### src/rtl/pcpi_issue_ctrl.sv
// PCPI initiator: issues one decoded instruction to the coprocessor bus
// and returns its result, or an error when nobody claims it in time.
//
// Ports:
//   clk, resetn                        clock, async active-low reset
//   req_valid/req_ready                instruction offer from the core
//   req_insn/req_rs1/req_rs2           instruction word and operands
//   rsp_valid/rsp_ready                response handshake back to the core
//   rsp_wr/rsp_rd/rsp_err              write flag, result, illegal-insn error
//   pcpi_valid/insn/rs1/rs2            registered request to the responders
//   pcpi_wr/rd/wait/ready              responder claim and result
module pcpi_issue_ctrl #(
    parameter int TIMEOUT  = 16,
    parameter int WATCHDOG = 0,
    parameter int CNT_W    = 8
) (
    input  logic        clk,
    input  logic        resetn,
    input  logic        req_valid,
    output logic        req_ready,
    input  logic [31:0] req_insn,
    input  logic [31:0] req_rs1,
    input  logic [31:0] req_rs2,
    output logic        rsp_valid,
    input  logic        rsp_ready,
    output logic        rsp_wr,
    output logic [31:0] rsp_rd,
    output logic        rsp_err,
    output logic        pcpi_valid,
    output logic [31:0] pcpi_insn,
    output logic [31:0] pcpi_rs1,
    output logic [31:0] pcpi_rs2,
    input  logic        pcpi_wr,
    input  logic [31:0] pcpi_rd,
    input  logic        pcpi_wait,
    input  logic        pcpi_ready
);

    typedef enum logic [1:0] {
        IDLE,
        ISSUE,
        BUSY,
        RESP
    } state_t;

    localparam logic [CNT_W-1:0] TO_LAST =
        CNT_W'(TIMEOUT - 1);
    localparam logic [CNT_W-1:0] WD_LAST =
        CNT_W'((WATCHDOG > 0) ? WATCHDOG - 1 : 0);
    localparam logic [CNT_W-1:0] CNT_MAX = '1;

    state_t           state;
    logic [CNT_W-1:0] cnt;

    assign req_ready = (state == IDLE);

    always_ff @(posedge clk or negedge resetn) begin
        if (!resetn) begin
            state      <= IDLE;
            cnt        <= '0;
            pcpi_valid <= 1'b0;
            pcpi_insn  <= '0;
            pcpi_rs1   <= '0;
            pcpi_rs2   <= '0;
            rsp_valid  <= 1'b0;
            rsp_wr     <= 1'b0;
            rsp_rd     <= '0;
            rsp_err    <= 1'b0;
        end else begin
            unique case (state)
                IDLE: begin
                    if (req_valid) begin
                        pcpi_insn  <= req_insn;
                        pcpi_rs1   <= req_rs1;
                        pcpi_rs2   <= req_rs2;
                        pcpi_valid <= 1'b1;
                        cnt        <= '0;
                        state      <= ISSUE;
                    end
                end
                ISSUE, BUSY: begin
                    // ready beats wait, timeout and watchdog
                    if (pcpi_ready) begin
                        rsp_wr     <= pcpi_wr;
                        rsp_rd     <= pcpi_wr ? pcpi_rd : 32'h0;
                        rsp_err    <= 1'b0;
                        rsp_valid  <= 1'b1;
                        pcpi_valid <= 1'b0;
                        state      <= RESP;
                    end else if (state == ISSUE && pcpi_wait) begin
                        cnt   <= '0;
                        state <= BUSY;
                    end else if ((state == ISSUE && cnt == TO_LAST) ||
                                 (state == BUSY && WATCHDOG != 0 &&
                                  cnt == WD_LAST)) begin
                        rsp_wr     <= 1'b0;
                        rsp_rd     <= 32'h0;
                        rsp_err    <= 1'b1;
                        rsp_valid  <= 1'b1;
                        pcpi_valid <= 1'b0;
                        state      <= RESP;
                    end else if (cnt != CNT_MAX) begin
                        // with no watchdog, BUSY may last forever;
                        // hold the counter instead of wrapping
                        cnt <= cnt + 1'b1;
                    end
                end
                RESP: begin
                    if (rsp_ready) begin
                        rsp_valid <= 1'b0;
                        rsp_wr    <= 1'b0;
                        rsp_rd    <= 32'h0;
                        rsp_err   <= 1'b0;
                        state     <= IDLE;
                    end
                end
                default: state <= IDLE;
            endcase
        end
    end

endmodule

### config.mk
export PLATFORM = sky130hd
export DESIGN_NAME = pcpi_issue_ctrl
export DESIGN_NICKNAME = d
export VERILOG_FILES = /design/src/rtl/pcpi_issue_ctrl.sv
export SDC_FILE = /design/constraint.sdc
export NUM_CORES = 1
export LEC_CHECK = 0
export ABC_CLOCK_PERIOD_IN_PS = 3680
export CAP_MARGIN = 5
export CORE_UTILIZATION = 44
export DETAILED_ROUTE_END_ITERATION = 6
export GPL_TIMING_DRIVEN = 0
export PLACE_DENSITY = 0.86
export SETUP_SLACK_MARGIN = 0.15
export SKIP_CTS_REPAIR_TIMING = 1
export SLEW_MARGIN = 0
export SYNTH_ARGS = -nofsm -noshare
export SYNTH_HDL_FRONTEND = slang
export SYNTH_SLANG_ARGS = --single-unit
### constraint.sdc
create_clock -name clk -period 3.68 [get_ports clk]
set_clock_uncertainty 0.15 [all_clocks]
set_input_delay 0.92 -clock clk [delete_from_list [all_inputs] [get_ports clk]]
set_output_delay 0.92 -clock clk [all_outputs]
set_load 0.02 [all_outputs]
After elaboration in Yosys (flattened, before gate mapping)
Cells that the tools add are included.
Word-level totals
  bits of input ports: 135
  register bits: 142
Operators by class
  add/sub/neg operators: 1
  mux-type cells: 32
  reduce and logical (&&, ||, !) cells: 11
  eq/ne operators: 13
Operators by type and width (number)
  $mux 32: 5
  $pmux 32 s2: 1
  $mux 8: 5
  $pmux 8 s2: 1
  $ne 3x3->1 const B: 4
  $mux 1: 10
  $mux 2: 5
  $add 8x1->8 const B: 1
  $eq 8x4->1 const B: 1
  $ne 8x8->1 const B: 1
  $pmux 1 s2: 4
  $reduce_and 4->1: 2
  $ne 2x2->1 const B: 3
  $pmux 2 s3: 1
  $reduce_and 5->1: 1
  $eq 2x2->1 const B: 2
  $ne 4x4->1 const B: 1
  $reduce_bool 2->1: 2
  $reduce_and 3->1: 1
  $eq 2x1->1 const B: 1
  $logic_and 1x1->1: 2
  $logic_not 2->1: 1
  $reduce_and 2->1: 1
  $reduce_or 2->1: 1

Logic depth before layout (Yosys ltp)
  depth in word-level cells: 6
  depth in mapped cells: 9
  gate-level depth less buffers: 7

Least setup slack after synthesis
Ideal clock, no wire load.
  path kind: input-to-reg
  from: in req_valid
  to: reg pcpi_rs1[0]
  required time: 3.405 ns
  library setup time: 0.125 ns
  stages: 4
  data arrival time: 2.080 ns
  slack: 1.326 ns
  buffers on the path: 2
  path through: nand2_1 buf_1 clkbuf_1 mux2_2
Between the ends
  longest elaborated chain between the ends: 1
Ends and longest elaborated chain
  start: declaration: line 19  | input logic req_valid,
  $reduce_and 2->1 (no line)
  end signal: assignment: line 74  | pcpi_rs1 <= req_rs1;
  end: declaration: line 31  | output logic [31:0] pcpi_rs1,
Every way passes these cells.
A chain may end at the register's enable or synchronous reset.

Final worst setup path
  from: reg state[0]
  to: out req_ready
Between the ends
  longest elaborated chain between the ends: 1
Ends and longest elaborated chain
  start: declaration: line 52  | state_t state;
  start signal: assignment: line 59  | state <= IDLE;
  start signal: assignment: line 78  | state <= ISSUE;
  start signal: assignment: line 89  | state <= RESP;
  $logic_not 2->1: line 55  | assign req_ready = (state == IDLE);
  end: declaration: line 20  | output logic req_ready,
Every way passes these cells.

==> flow_summary.json <==
{
  "async_flop_share": 1.000,
  "syn_nets": 507,
  "timing.rr.start": "state[0]",
  "ioPinCount": 268,
  "dp_hpwl_um": 11560,
  "rr_worst_depth": 6,
  "multi_input_area_um2": 1843,
  "ys_seq_elements": 142,
  "p_sw_frac": 0.3532,
  "combPwrFrac": 0.488,
  "fmax_ghz": 0.3447,
  "power_mw": 8.071,
  "slew_headroom": 0.5191,
  "synth_area_leader_cell": "dfrtp_1",
  "endpoint_kind": "primary output",
  "area_growth_pct": 61.99,
  "yosysMostFrequentCell": "dfrtp_1",
  "final-hold-violation-count": 0,
  "period_needed_ps": 2901,
  "drc": 0,
  "htreeDepth": 4,
  "worstHoldStart": "rsp_wr",
  "fillers": 825,
  "grt_pass1_vias": 4509,
  "p_sw_mw": 2.851,
  "fin_ws_ps": 778.6,
  "start_util": 0.4561,
  "cp-start-kind": "flop",
  "p_int_mw": 5.221,
  "grt_pass1_wl_um": 23840,
  "rsz0062_at_grt": "false",
  "first_iter_violations": 161,
  "grt_max_degree": 78,
  "portBuffers": 267,
  "hold_path.class": "flop to flop",
  "wl_per_cell_um": 18.57,
  "synth_edf_count": 0,
  "drv_slew": 0,
  "drt_wl_total_um": 15510,
  "critPathMaxFanout": 6,
  "die_w_um": 114.3,
  "finalCritPeriodShare": 0.7884,
  "die_area_um2": 13060,
  "avgSynthCellArea_um2": 15.07,
  "grt_usage": 0.2442,
  "synthFlopType": "dfrtp_1",
  "hold_path_depth": 1,
  "cp.arrival_ps": 1830,
  "dpl_worst_slack_ps": 351.4,
  "clk-insertion-delay-late_ps": 410,
  "worst_slew_pin_slew_ps": 721.3,
  "routed_via_density": 5.029,
  "seq_area_um2": 3553,
  "gp_congestion": 0.8948,
  "ys.warnings.count": 0,
  "syn_inst": 368,
  "clkPwrFrac": 0.191,
  "clkTransAtPathRegs_ps": 50,
  "yosys-top-cells-count": "142 x dfrtp_1, 97 x mux2_2, 35 x a22o_1, 10 x a21oi_1",
  "whs_ps": 329.9,
  "vdd_drop_max_mv": 0.5439,
  "crit_required_ps": 2610,
  "p_leak_nw": 3.840,
  "holdPathEnd": "rsp_wr",
  "antenna_found_initial": 0,
  "reg2reg_slack_ps": 980,
  "cts_made_buffers": 17,
  "firstDrtPassIters": 4,
  "layout-drive-gt1-share": 0.2054,
  "antennaDiodeCount": 0,
  "setup_viol_count_final": 0,
  "die_y_um": 114.3,
  "clockBufferDepth": 2,
  "clockRootBuffer": "clkbuf_16",
  "drv_cap": 0,
  "status": "finished, final reports clean",
  "cts_tree": "built",
  "seq_area_frac_synth": 0.6406,
  "gr-total-overflow": 0,
  "synth.top_cell.area_share": 0.6406,
  "rows": 40,
  "core_area_um2": 12160,
  "dr_total_vias": 4199,
  "crit_type": "flop to primary output",
  "power_density_nw_per_um2": 898.3,
  "synthTopCellsByArea": "dfrtp_1 64%, mux2_2 20%, a22o_1 5.5%, a21oi_1 0.90%, ha_1 0.90%",
  "nets": 794,
  "r2r-end": "pcpi_rs1[16]",
  "p_seq_frac": 0.321,
  "clock-sinks": 142,
  "synthesis.area_um2": 5547,
  "ys_types": 36,
  "drtAntennaViolNets": 0
}
## sequential cells by signal, indices dropped and copies added, names as in the netlist
register / count
pcpi_valid: 1
rsp_valid: 1
pcpi_insn: 32
rsp_wr: 1
pcpi_rs2: 32
state: 2
cnt: 8
pcpi_rs1: 32
rsp_rd: 32
rsp_err: 1
## metrics by stage
step	instance area [um^2]	TNS, ps	instances	utilization
2_1_floorplan	5547	0	368	-
3_3_place_gp	8429	-539730	803	0.6931
3_5_place_dp	8458	0	804	0.6955
4_1_cts	8985	0	835	0.7388
5_1_grt	8985	0	835	0.7388
6_report	8985	0	835	0.7388
## logic make-up after synthesis
group           Yosys count  synth area share
flops                   142            0.6407
mux                      98            0.1987
fa+ha+maj                 4          0.009024
compound gates           68           0.09294
buf+inv                  27           0.02707
simple gates             29           0.03159
## worst max-delay path by stage
stage / from / cells after the start / slack (ps) / end
6_report: state[0] / 3 / 780 / req_ready
5_1_grt: req_valid / 5 / 610 / pcpi_rs1[10]
4_1_cts: req_valid / 5 / 770 / pcpi_rs1[9]
3_5_place_dp: req_valid / 5 / 350 / pcpi_rs1[18]
3_3_place_gp: resetn / 1 / -3810 / rsp_rd[11]
2_1_floorplan: req_valid / 4 / 1330 / pcpi_rs1[0]
## power by group through the flow
stage          sequential [mW]  clock, mW  combinational, mW
3_3_place_gp              2.55          0               3.84
2_1_floorplan             3.36          0               1.33
6_report                  2.59       1.54               3.94
4_1_cts                   2.60       1.58               3.97
3_5_place_dp              2.61          0               3.94
5_1_grt                   2.67       1.64               4.16
## placed cells by master, fill, tap and decap left out, types with 4 or more instances in the layout
cell type / synthesis / layout
a21oi_1: 10 / 10
a22o_1: 35 / 35
buf_1: 6 / 6
clkbuf_1: 9 / 15
clkbuf_16: 0 / 17
clkdlybuf4s50_1: 0 / 266
clkinv_2: 0 / 4
dfrtp_1: 142 / 142
ha_1: 4 / 4
inv_1: 7 / 7
mux2_2: 97 / 97
nand2_1: 7 / 7
nor2_1: 4 / 4
o21ai_0: 9 / 9
## worst max-delay path, stage by stage, from the launching register on
cell             delay, ps
dfrtp_1                420
inv_1                  100
ha_1                   260
clkdlybuf4s50_1        640
## layer usage
layer | part of all wire | track usage | vias to the layer above
met5 | 0 | 0 | -
met4 | 0.023 | 0.1004 | 0
met3 | 0.059 | 0.06564 | 29
met2 | 0.54 | 0.4396 | 159
met1 | 0.38 | 0.2731 | 2087
li1 | - | - | 1924
## layout make-up
| class | count | area share |
|---|---|---|
| flip-flops and latches | 142 | 0.3955 |
| repair buffers | 268 | 0.3007 |
| multi-input cells | 199 | 0.2051 |
| clock buffers | 24 | 0.05139 |
| well taps | 168 | 0.02340 |
| plain buffers | 20 | 0.01379 |
| clock inverters | 7 | 0.007241 |
| inverters | 7 | 0.002924 |
No activity file was read; power rests on OpenSTA's default activity.
